$ cat src/rtl/i2c_target_ctrl.sv
// I2C target engine: decodes the bus, matches DEV_ADDR, keeps a register pointer and strobes a register bank.
// Optional: define I2C_GLITCH_FILTER_EN for a 3-sample filter on SCL/SDA (pad-to-event latency 6 clk instead of 3).
module i2c_target_ctrl #(
    parameter logic [6:0]  DEV_ADDR = 7'h70,
    parameter int unsigned ADDR_W   = 3
) (
    input  logic              clk,
    input  logic              rst,
    input  logic              scl_i,
    input  logic              sda_i,
    output logic              sda_oe,
    output logic [ADDR_W-1:0] reg_addr,
    output logic [7:0]        reg_wdata,
    output logic              reg_we,
    output logic              reg_re,
    input  logic [7:0]        reg_rdata,
    output logic              busy
);

    typedef enum logic [3:0] {
        IDLE,
        ADDR,
        ADDR_ACK,
        PTR,
        PTR_ACK,
        WDATA,
        WDATA_ACK,
        RDATA,
        RDATA_ACK
    } state_t;

    state_t     state;
    logic [1:0] scl_sync;
    logic [1:0] sda_sync;
    logic       scl_now;
    logic       sda_now;
    logic       scl_prev;
    logic       sda_prev;
    logic       scl_rise;
    logic       scl_fall;
    logic       start_det;
    logic       stop_det;
    logic [7:0] shift;
    logic [3:0] bit_cnt;
    logic       rw;
    logic       mack;

    // NOTE: every sequential block uses non-blocking assignments so each branch reads pre-edge values.
    always_ff @(posedge clk) begin
        if (rst) begin
            scl_sync <= 2'b11;
            sda_sync <= 2'b11;
        end else begin
            scl_sync <= {scl_sync[0], scl_i};
            sda_sync <= {sda_sync[0], sda_i};
        end
    end

`ifdef I2C_GLITCH_FILTER_EN
    logic [1:0] scl_hist;
    logic [1:0] sda_hist;
    logic       scl_flt;
    logic       sda_flt;

    // A new level is accepted only after three consecutive equal synced samples.
    always_ff @(posedge clk) begin
        if (rst) begin
            scl_hist <= 2'b11;
            sda_hist <= 2'b11;
            scl_flt  <= 1'b1;
            sda_flt  <= 1'b1;
        end else begin
            scl_hist <= {scl_hist[0], scl_sync[1]};
            sda_hist <= {sda_hist[0], sda_sync[1]};
            if ({scl_hist, scl_sync[1]} == 3'b111) begin
                scl_flt <= 1'b1;
            end else if ({scl_hist, scl_sync[1]} == 3'b000) begin
                scl_flt <= 1'b0;
            end
            if ({sda_hist, sda_sync[1]} == 3'b111) begin
                sda_flt <= 1'b1;
            end else if ({sda_hist, sda_sync[1]} == 3'b000) begin
                sda_flt <= 1'b0;
            end
        end
    end

    assign scl_now = scl_flt;
    assign sda_now = sda_flt;
`else
    assign scl_now = scl_sync[1];
    assign sda_now = sda_sync[1];
`endif

    always_ff @(posedge clk) begin
        if (rst) begin
            scl_prev <= 1'b1;
            sda_prev <= 1'b1;
        end else begin
            scl_prev <= scl_now;
            sda_prev <= sda_now;
        end
    end

    assign scl_rise  = scl_now & ~scl_prev;
    assign scl_fall  = ~scl_now & scl_prev;
    assign start_det = scl_now & sda_prev & ~sda_now;
    assign stop_det  = scl_now & ~sda_prev & sda_now;

    always_ff @(posedge clk) begin
        if (rst) begin
            state     <= IDLE;
            sda_oe    <= 1'b0;
            reg_addr  <= '0;
            reg_wdata <= 8'h00;
            reg_we    <= 1'b0;
            reg_re    <= 1'b0;
            busy      <= 1'b0;
            shift     <= 8'h00;
            bit_cnt   <= 4'd0;
            rw        <= 1'b0;
            mack      <= 1'b1;
        end else begin
            reg_we <= 1'b0;
            reg_re <= 1'b0;

            if (reg_we) begin
                reg_addr <= reg_addr + 1'b1;
            end

            // Read data is taken in the strobe cycle, when reg_addr already points at the new register.
            if (reg_re) begin
                shift  <= reg_rdata;
                sda_oe <= ~reg_rdata[7];
            end

            if (stop_det) begin
                state   <= IDLE;
                sda_oe  <= 1'b0;
                busy    <= 1'b0;
                bit_cnt <= 4'd0;
            end else if (start_det) begin
                state   <= ADDR;
                sda_oe  <= 1'b0;
                bit_cnt <= 4'd0;
            end else if (scl_rise) begin
                case (state)
                    ADDR, PTR, WDATA: begin
                        if (bit_cnt != 4'd8) begin
                            shift   <= {shift[6:0], sda_now};
                            bit_cnt <= bit_cnt + 4'd1;
                        end
                    end
                    RDATA: begin
                        if (bit_cnt != 4'd8) begin
                            bit_cnt <= bit_cnt + 4'd1;
                        end
                    end
                    RDATA_ACK: mack <= sda_now;
                    default: ;
                endcase
            end else if (scl_fall) begin
                case (state)
                    ADDR: begin
                        if (bit_cnt == 4'd8) begin
                            bit_cnt <= 4'd0;
                            if (shift[7:1] == DEV_ADDR) begin
                                sda_oe <= 1'b1;
                                busy   <= 1'b1;
                                rw     <= shift[0];
                                state  <= ADDR_ACK;
                            end else begin
                                sda_oe <= 1'b0;
                                state  <= IDLE;
                            end
                        end
                    end
                    ADDR_ACK: begin
                        bit_cnt <= 4'd0;
                        if (rw) begin
                            reg_re <= 1'b1;
                            state  <= RDATA;
                        end else begin
                            sda_oe <= 1'b0;
                            state  <= PTR;
                        end
                    end
                    PTR: begin
                        if (bit_cnt == 4'd8) begin
                            bit_cnt  <= 4'd0;
                            reg_addr <= shift[ADDR_W-1:0];
                            sda_oe   <= 1'b1;
                            state    <= PTR_ACK;
                        end
                    end
                    PTR_ACK: begin
                        bit_cnt <= 4'd0;
                        sda_oe  <= 1'b0;
                        state   <= WDATA;
                    end
                    WDATA: begin
                        if (bit_cnt == 4'd8) begin
                            bit_cnt   <= 4'd0;
                            reg_wdata <= shift;
                            reg_we    <= 1'b1;
                            sda_oe    <= 1'b1;
                            state     <= WDATA_ACK;
                        end
                    end
                    WDATA_ACK: begin
                        bit_cnt <= 4'd0;
                        sda_oe  <= 1'b0;
                        state   <= WDATA;
                    end
                    RDATA: begin
                        if (bit_cnt == 4'd8) begin
                            bit_cnt <= 4'd0;
                            sda_oe  <= 1'b0;
                            state   <= RDATA_ACK;
                        end else if (bit_cnt != 4'd0) begin
                            shift  <= {shift[6:0], 1'b0};
                            sda_oe <= ~shift[6];
                        end
                    end
                    RDATA_ACK: begin
                        bit_cnt  <= 4'd0;
                        reg_addr <= reg_addr + 1'b1;
                        if (!mack) begin
                            reg_re <= 1'b1;
                            state  <= RDATA;
                        end else begin
                            state <= IDLE;
                        end
                    end
                    default: ;
                endcase
            end
        end
    end

endmodule

$ cat config.mk
export PLATFORM = sky130hd
export DESIGN_NAME = i2c_target_ctrl
export DESIGN_NICKNAME = d
export VERILOG_FILES = /design/src/rtl/i2c_target_ctrl.sv
export SDC_FILE = /design/constraint.sdc
export NUM_CORES = 1
export LEC_CHECK = 0
export ABC_AREA = 1
export CORE_MARGIN = 2
export CORE_UTILIZATION = 58
export CTS_CLUSTER_SIZE = 16
export DETAILED_ROUTE_END_ITERATION = 6
export PLACE_DENSITY = 0.86
export SLEW_MARGIN = 20
export SYNTH_ARGS = -nofsm -noshare
export SYNTH_HDL_FRONTEND = slang
export SYNTH_SLANG_ARGS = --single-unit
$ cat constraint.sdc
create_clock -name clk -period 4.45 [get_ports clk]
set_clock_uncertainty 0.15 [all_clocks]
set_input_delay 0.89 -clock clk [delete_from_list [all_inputs] [get_ports clk]]
set_output_delay 0.89 -clock clk [all_outputs]
set_load 0.01 [all_outputs]
# Word level (Yosys, flattened, before mapping)
# Cells that the tools add are included.
# totals
in_bits,12
latchBits,0
mem_bits_rw,0
mem_bits_ro,0
regBits,39
n_memories,0
# classes
add_sub_neg,2
shifts,0
magnitude_cmp,0
bitwise_logic,17
multipliers,0
n_reduce_logical,21
n_div,0
n_eq_ne,24
mux,48
# ops
cell,n
$mux 8,10
$mux 4,9
$pmux 4 s7,1
$mux 3,8
$reduce_and 7->1,3
$eq 4x3->1 const B,4
$mux 1,15
$ne 3x3->1 const B,5
$reduce_and 6->1,2
$not 1->1,11
$ne 2x2->1 const B,5
$eq 4x2->1 const B,2
$eq 4x4->1 const B,2
$pmux 4 s2,1
$reduce_bool 8->1,1
$reduce_or 4->1,2
$eq 7x7->1 const B,1
$reduce_bool 7->1,1
$and 1x1->1,6
$pmux 3 s2,1
$reduce_or 2->1,3
$reduce_or 3->1,2
$reduce_or 6->1,1
$pmux 1 s5,1
other kinds (13),15

# Logic depth before layout (Yosys ltp)
# Gate-level depths: netlist of the first run.
# depth
ltp_word,8
ltp_mapped,12
ltp_nobuf,12

# Worst setup path after synthesis of the first run
# Ideal clock, no wire load.
# synth_timing
path_type,input to register
startpoint,input rst
endpoint,register reg_wdata[3]
path_stages,4
arrival_time_ps,1470
slack_ps,2760
n_path_buf,1
setup_ps,70
path_cell_list,inv_1 -> clkbuf_1 -> o21ai_0 -> a21oi_1
# synth_rtl
element,line_no,text
from (decl),8,"input logic rst,"
to (signal assigned),204,reg_wdata <= shift;
to (decl),13,"output logic [7:0] reg_wdata,"

# Worst setup path after layout of the first run
# layout_timing
startpoint,register reg_re
endpoint,output reg_re
# layout_rtl
element,line_no,text
from (decl),15,"output logic reg_re,"
from (signal assigned),117,reg_re <= 1'b0;
from (signal assigned),125,reg_re <= 1'b0;
from (signal assigned),181,reg_re <= 1'b1;
# No word-level cell between the ends.

==> run_results.csv, run 1 <==
group,metric,value,unit
sta,finalMaxSlewViolations,0,
worst_setup_path,cp.depth,1,
global_route,grt_pass1_vias,1609,
floorplan,num_rows,21,
worst_setup_path,cp_data_arrival_time,1.68,ns
cts,root_buffer,"clkbuf_4",
yosys,synthCells,280,
worst_setup_path,cp_cell_sequence,"clkdlybuf4s50_1",
cts,cts_hold_buf,0,
cts,clk_pin_slew,0.12,ns
worst_setup_path,reg2regPathDepth,10,
global_route,track_usage,25.63,%
cts,h-tree-depth,2,
floorplan,ios,27,
sta,setup_ws,1.734,ns
sta,setup_viol,0,
route,ant_nets,0,
placed_design,port_buffers,26,
pwr,ir_drop,0.0002663,V
final_layout,diodes,0,
pwr,p_leak,0.9845,nW
cts,ctsResizeCount,0,
yosys,syn_nets,295,
sta,fin_crit_sh,61.04,%
run_status,status,"finished, final reports clean",
sta,finalHoldViolations,0,
worst_setup_path,path_max_fanout,18,
global_route,grt_pass1_wl,7.189,mm
pwr,power.switching,150.9,uW
route,drt_pass1_iterations,4,
yosys,ys_seq_area_share,40.13,%
min_path,min_from,"scl_sync[0]$_SDFF_PP1_",
placed_design,place_congestion,0.8957,
route,drtIter0Drc,155,
worst_setup_path,critPathBufInv,1,
sta,fin_hold_ws,0.2741,ns
yosys,synth_seq_cells,39,
floorplan,dieArea,3834,um^2
pwr,total_power,699.7,uW
worst_setup_path,setup.worst_path.end_class,"primary output",
global_route,antenna_found_initial,0,
cts,clock_latency,0.36,ns
cts,clock_sinks,39,
yosys,synthDistinctLibCells,30,
worst_setup_path,crit_type,"reg2out",
min_path,hold_path_class,"reg2reg",
placed_design,dp_worst_setup_slack,1.845,ns
route,viasPerCell,5.455,
worst_setup_path,crit_required,3.41,ns
final_layout,area_growth,20.39,%
floorplan,fp.coreArea,3284,um^2
worst_setup_path,reg2reg_from,"bit_cnt[1]$_SDFFE_PP0P_",
sta,period_needed,2.716,ns
worst_setup_path,startpoint_type,"flip-flop",
run,cap_violations,0,
worst_setup_path,crit_slowest_cell,"dfxtp_1",
route,drt-wirelength-per-cell,12.64,um
cts,post_cts_buffers,0,
sta,worst_slew_pin_slew,0.5335,ns
yosys,syn-mean-instance-area,6.949,um^2
pwr,power_frac_comb,6.6,%
pwr,clkPwrFrac,42.3,%
floorplan,die_w,61.92,um
final_layout,layout_commonest_cell,"nand2_1",
yosys,syn-cell-area,1946,um^2
pwr,switching_share,21.56,%
floorplan,die_y,61.92,um
sta,max_freq,368.2,MHz
pwr,power.density,298.7,nW/um^2
sta,setup-tns-final,0,ns
global_route,grt_max_degree,19,
final_layout,drive_gt1_share,10.65,%
global_route,grt-ovfl-total,0,
route,num_vias,1942,
pwr,p_seq_share,51.1,%
final_layout,final_cell_mix,"nand2_1, dfxtp_1, inv_1",
pwr,p_int,548.8,uW
final_layout,fin_nets,324,
worst_setup_path,cpLargestDelayFamily,"flip-flops",
route,wl,4.500,mm
yosys,synth_warnings,0,
cts,cts_buffers,5,
cts,clockBufferDepth,2,
placed_design,dpl.hpwl,3.390,mm
sta,relSlewSlack,64.38,%
worst_setup_path,slowest_delay,0.68,ns
cts,cts_tree,"yes",
worst_setup_path,crit_start,"reg_re$_SDFF_PP0_",
sta,rsz0062_at_grt,"no",
route,route.detailed.drc,0,
min_path,whs_path_depth,1,
floorplan,start_util,59.24,%
## Yosys cell counts
cell	number	share of area (%)
a211oi_1	1	0.39
a21oi_1	24	6.2
a31oi_1	5	1.6
and3_1	1	0.32
buf_6	1	0.58
clkbuf_1	3	0.58
clkinv_2	1	0.26
dfxtp_1	39	40
ha_1	3	1.9
inv_1	30	5.8
inv_2	7	1.4
nand2_1	66	13
nand2_2	1	0.32
nand2_4	1	0.58
nand3_1	19	4.9
nand3_2	5	2.6
nand3b_1	1	0.39
nand4_1	4	1.3
nor2_1	20	3.9
nor2_2	5	1.6
nor2_4	1	0.58
nor3_1	3	0.77
o2111ai_1	1	0.45
o211ai_1	1	0.39
o21ai_0	23	5.9
o21ai_1	4	1.0
o22ai_1	2	0.64
o31ai_1	1	0.39
or2_2	5	1.6
xor2_1	2	0.90
## worst paths after layout
path                             to  slack [ns]
min reg2reg  scl_sync[1]$_SDFF_PP1_        0.27
min          scl_sync[1]$_SDFF_PP1_        0.27
max reg2reg     shift[4]$_SDFF_PP0_        2.58
max                          reg_re        1.73
## routing by layer
layer	track usage, %	wire length [um]
met5	0	0
met4	7.903	88
met3	6.004	389
met2	39.10	1999
met1	36.12	2023
## cell families (layout without fill, tap and decap cells)
logic type	after synthesis	in the layout	synth area share, %
fa+ha+maj	3	3	1.929
buf+inv	42	72	8.553
flops	39	39	40.13
simple gates	132	132	31.51
xor+xnor	2	2	0.9005
compound gates	62	62	16.98
## power by group through the flow
| stage | Combinational [mW] | Clock, mW | Sequential, mW |
|---|---|---|---|
| floorplan | 0.0270 | 0 | 0.365 |
| global placement | 0.0442 | 0 | 0.365 |
| detailed placement | 0.0453 | 0 | 0.365 |
| CTS | 0.0456 | 0.298 | 0.357 |
| global route | 0.0516 | 0.308 | 0.358 |
| finish | 0.0464 | 0.296 | 0.357 |
## state kept, by name, summed over array words and instances (netlist names), 2 cells and up
register and flops:
bit_cnt 4, reg_addr 3, reg_wdata 8, scl_sync 2
sda_sync 2, shift 8, state 4
## area by class of cell
cell class | instances | area, um^2
well taps | 46 | 57.56
multi-input cells | 199 | 998.5
fillers | 274 | 942.2
clock inverters | 2 | 60.06
flip-flops and latches | 39 | 780.7
inverters | 38 | 143.9
repair buffers | 26 | 260.3
clock buffers | 6 | 41.29
## per-stage QoR
step | util [%] | cells | area, um^2
final | 71.31 | 356 | 2342
after global routing | 71.31 | 356 | 2342
after CTS | 71.31 | 356 | 2342
after detailed placement | 68.23 | 348 | 2241
after global placement | 68.23 | 348 | 2241
after floorplan | - | 280 | 1946
No activity file was read; power rests on OpenSTA's default activity.
==> inputs of run 2 (changes only) <==
--- a/config.mk
+++ b/config.mk
@@ -7,10 +7,10 @@
 export LEC_CHECK = 0
 export ABC_AREA = 1
 export CORE_MARGIN = 2
-export CORE_UTILIZATION = 58
+export CORE_UTILIZATION = 54
 export CTS_CLUSTER_SIZE = 16
 export DETAILED_ROUTE_END_ITERATION = 6
-export PLACE_DENSITY = 0.86
+export PLACE_DENSITY = 0.81
 export SLEW_MARGIN = 20
 export SYNTH_ARGS = -nofsm -noshare
 export SYNTH_HDL_FRONTEND = slang
==> constraint.sdc (replaced) <==
create_clock -name clk -period 2.6 [get_ports clk]
set_clock_uncertainty 0.15 [all_clocks]
set_input_delay 0.52 -clock clk [delete_from_list [all_inputs] [get_ports clk]]
set_output_delay 0.52 -clock clk [all_outputs]
set_load 0.01 [all_outputs]
==> run 2 against run 1 <==
  * Sequential power is 71% higher
  * Clock power hardly changed
  * Via count is 2.0% lower
  * First-iteration DRC count is 5.8% higher
  * Sequential share of layout area is 0.41 points higher
  * Sequential cell count stayed put
  * Die area is 6.9% higher
  * Routed wire length is 1.3% lower
  * Core utilization is 3.1 points lower
  * Largest cell class unchanged
  * Highest routed layer unchanged
==> run_results.csv, run 2 (same netlist as run 1, synthesis figures left out) <==
group,metric,value,unit
worst_setup_path,startpoint_type,"flip-flop",
floorplan,num_rows,21,
worst_setup_path,reg2regPathDepth,10,
sta,max_freq,481.3,MHz
global_route,use_met3,6.338,%
worst_setup_path,crit_required,1.93,ns
run_status,status,"finished, final reports clean",
cts,clk_pin_slew,0.11,ns
cts,clockBufferDepth,2,
final_layout,layout_commonest_cell,"nand2_1",
worst_setup_path,setup.worst_path.end_class,"primary output",
route,viasPerCell,5.301,
placed_design,dpl.hpwl,3.384,mm
cts,post_cts_buffers,0,
route,num_vias,1903,
cts,clock_sinks,39,
route,ant_nets,0,
cts,cts_hold_buf,0,
placed_design,dpl_cell_area,2263,um^2
final_layout,final_cell_mix,"nand2_1, dfxtp_1, inv_1",
cts,ctsResizeCount,0,
pwr,p_seq_share,62.0,%
pwr,power.switching,240.7,uW
global_route,antenna_found_initial,0,
sta,fin_hold_ws,0.2715,ns
sta,worst_slew_pin_slew,0.4544,ns
route,wl,4.443,mm
pwr,clkPwrFrac,29.7,%
final_layout,fin_nets,327,
pwr,p_int,746.8,uW
pwr,switching_share,24.37,%
global_route,met2_usage,36.33,%
sta,relSlewSlack,69.67,%
cts,clock_latency,0.34,ns
floorplan,fp.coreArea,3390,um^2
global_route,grt_max_degree,19,
worst_setup_path,cp_data_arrival_time,1.41,ns
sta,finalHoldViolations,0,
cts,cts_buffers,5,
sta,finalMaxSlewViolations,0,
worst_setup_path,crit_type,"reg2out",
route,drt_pass1_iterations,4,
pwr,power.density,426.9,nW/um^2
final_layout,design_area,2313,um^2
cts,cts_tree,"yes",
final_layout,drive_gt1_share,11.18,%
placed_design,placed_cells,351,
min_path,whs_path_depth,1,
sta,setup_ws,0.5225,ns
pwr,total_power,987.6,uW
floorplan,start_util,57.40,%
floorplan,die_w,64.03,um
worst_setup_path,reg2reg_from,"bit_cnt[0]$_SDFFE_PP0P_",
worst_setup_path,path_max_fanout,18,
sta,setup_viol,0,
cts,h-tree-depth,2,
global_route,track_usage,23.58,%
sta,rsz0062_at_grt,"no",
run,cap_violations,0,
min_path,hold_path_class,"reg2reg",
floorplan,die_y,64.03,um
floorplan,ios,27,
placed_design,place_congestion,0.9484,
placed_design,port_buffers,26,
final_layout,final_cell_count_no_fill,359,
placed_design,dp_worst_setup_slack,0.6067,ns
worst_setup_path,timing.rr.end,"shift[0]$_SDFF_PP0_",
global_route,busiest_layer,"met2",
route,drt-wirelength-per-cell,12.38,um
cts,root_buffer,"clkbuf_4",
sta,fin_crit_sh,79.91,%
global_route,grt_pass1_wl,7.493,mm
pwr,ir_drop,0.0003193,V
sta,setup-tns-final,0,ns
global_route,grt_pass1_vias,1685,
global_route,met1_usage,32.11,%
final_layout,diodes,0,
pwr,power_frac_comb,8.4,%
pwr,p_leak,0.9765,nW
global_route,grt-ovfl-total,0,
floorplan,dieArea,4099,um^2
min_path,hold-path-endpoint,"scl_sync[1]$_SDFF_PP1_",
final_layout,final_util,68.25,%
route,route.detailed.drc,0,
final_layout,area_growth,18.91,%
min_path,min_from,"scl_sync[0]$_SDFF_PP1_",
sta,period_needed,2.078,ns
final_layout,top_regs,"reg_wdata x8, shift x8",
route,drtIter0Drc,164,
worst_setup_path,r2r_setup_slack,0.74,ns
==> run 2: changes by cell type in the layout (fill, tap and decap cells not counted) <==
cell,change
bufinv_16,-2
clkinv_2,+1
clkbuf_1,+1
buf_4,+3
==> run 2: worst max-delay path by stage <==
| stage | slack, ns | start | end | cells past startpoint |
|---|---|---|---|---|
| 2_1_floorplan | 0.99 | bit_cnt[0]$_SDFFE_PP0P_ | shift[0]$_SDFF_PP0_ | 10 |
| 3_3_place_gp | 0.61 | rst | reg_addr[2]$_SDFF_PP0_ | 4 |
| 3_5_place_dp | 0.61 | rst | reg_addr[2]$_SDFF_PP0_ | 4 |
| 4_1_cts | 0.49 | reg_re$_SDFF_PP0_ | reg_re | 2 |
| 5_1_grt | 0.45 | reg_re$_SDFF_PP0_ | reg_re | 2 |
| 6_report | 0.52 | reg_re$_SDFF_PP0_ | reg_re | 2 |
==> run 2: power by group through the flow <==
stage | Clock (mW) | Sequential, mW | Combinational (mW)
finish | 0.293 | 0.612 | 0.0825
global placement | 0 | 0.625 | 0.0797
detailed placement | 0 | 0.625 | 0.0814
floorplan | 0 | 0.625 | 0.0461
global route | 0.327 | 0.613 | 0.0921
CTS | 0.304 | 0.612 | 0.0818
==> run 2: layout make-up <==
class                   count  area [um^2]
well taps                  46        57.56
flip-flops and latches     39        780.7
clock inverters             1        5.005
fillers                   291         1076
repair buffers             29        282.8
clock buffers               7        45.04
inverters                  38        143.9
multi-input cells         199        998.5
==> run 2: critical path, stage by stage, from the launching register on <==
cell and delay [ns]:
dfxtp_1 0.32, buf_4 0.19, clkdlybuf4s50_1 0.56
==> run 2: metal layers <==
layer  up-vias  wire length, um  share of wire (%)
met5         -                0                  0
met4         0               44               0.99
met3         6              246                5.5
met2        61             2042                 46
met1       849             2109                 47
li1        987                -                  -
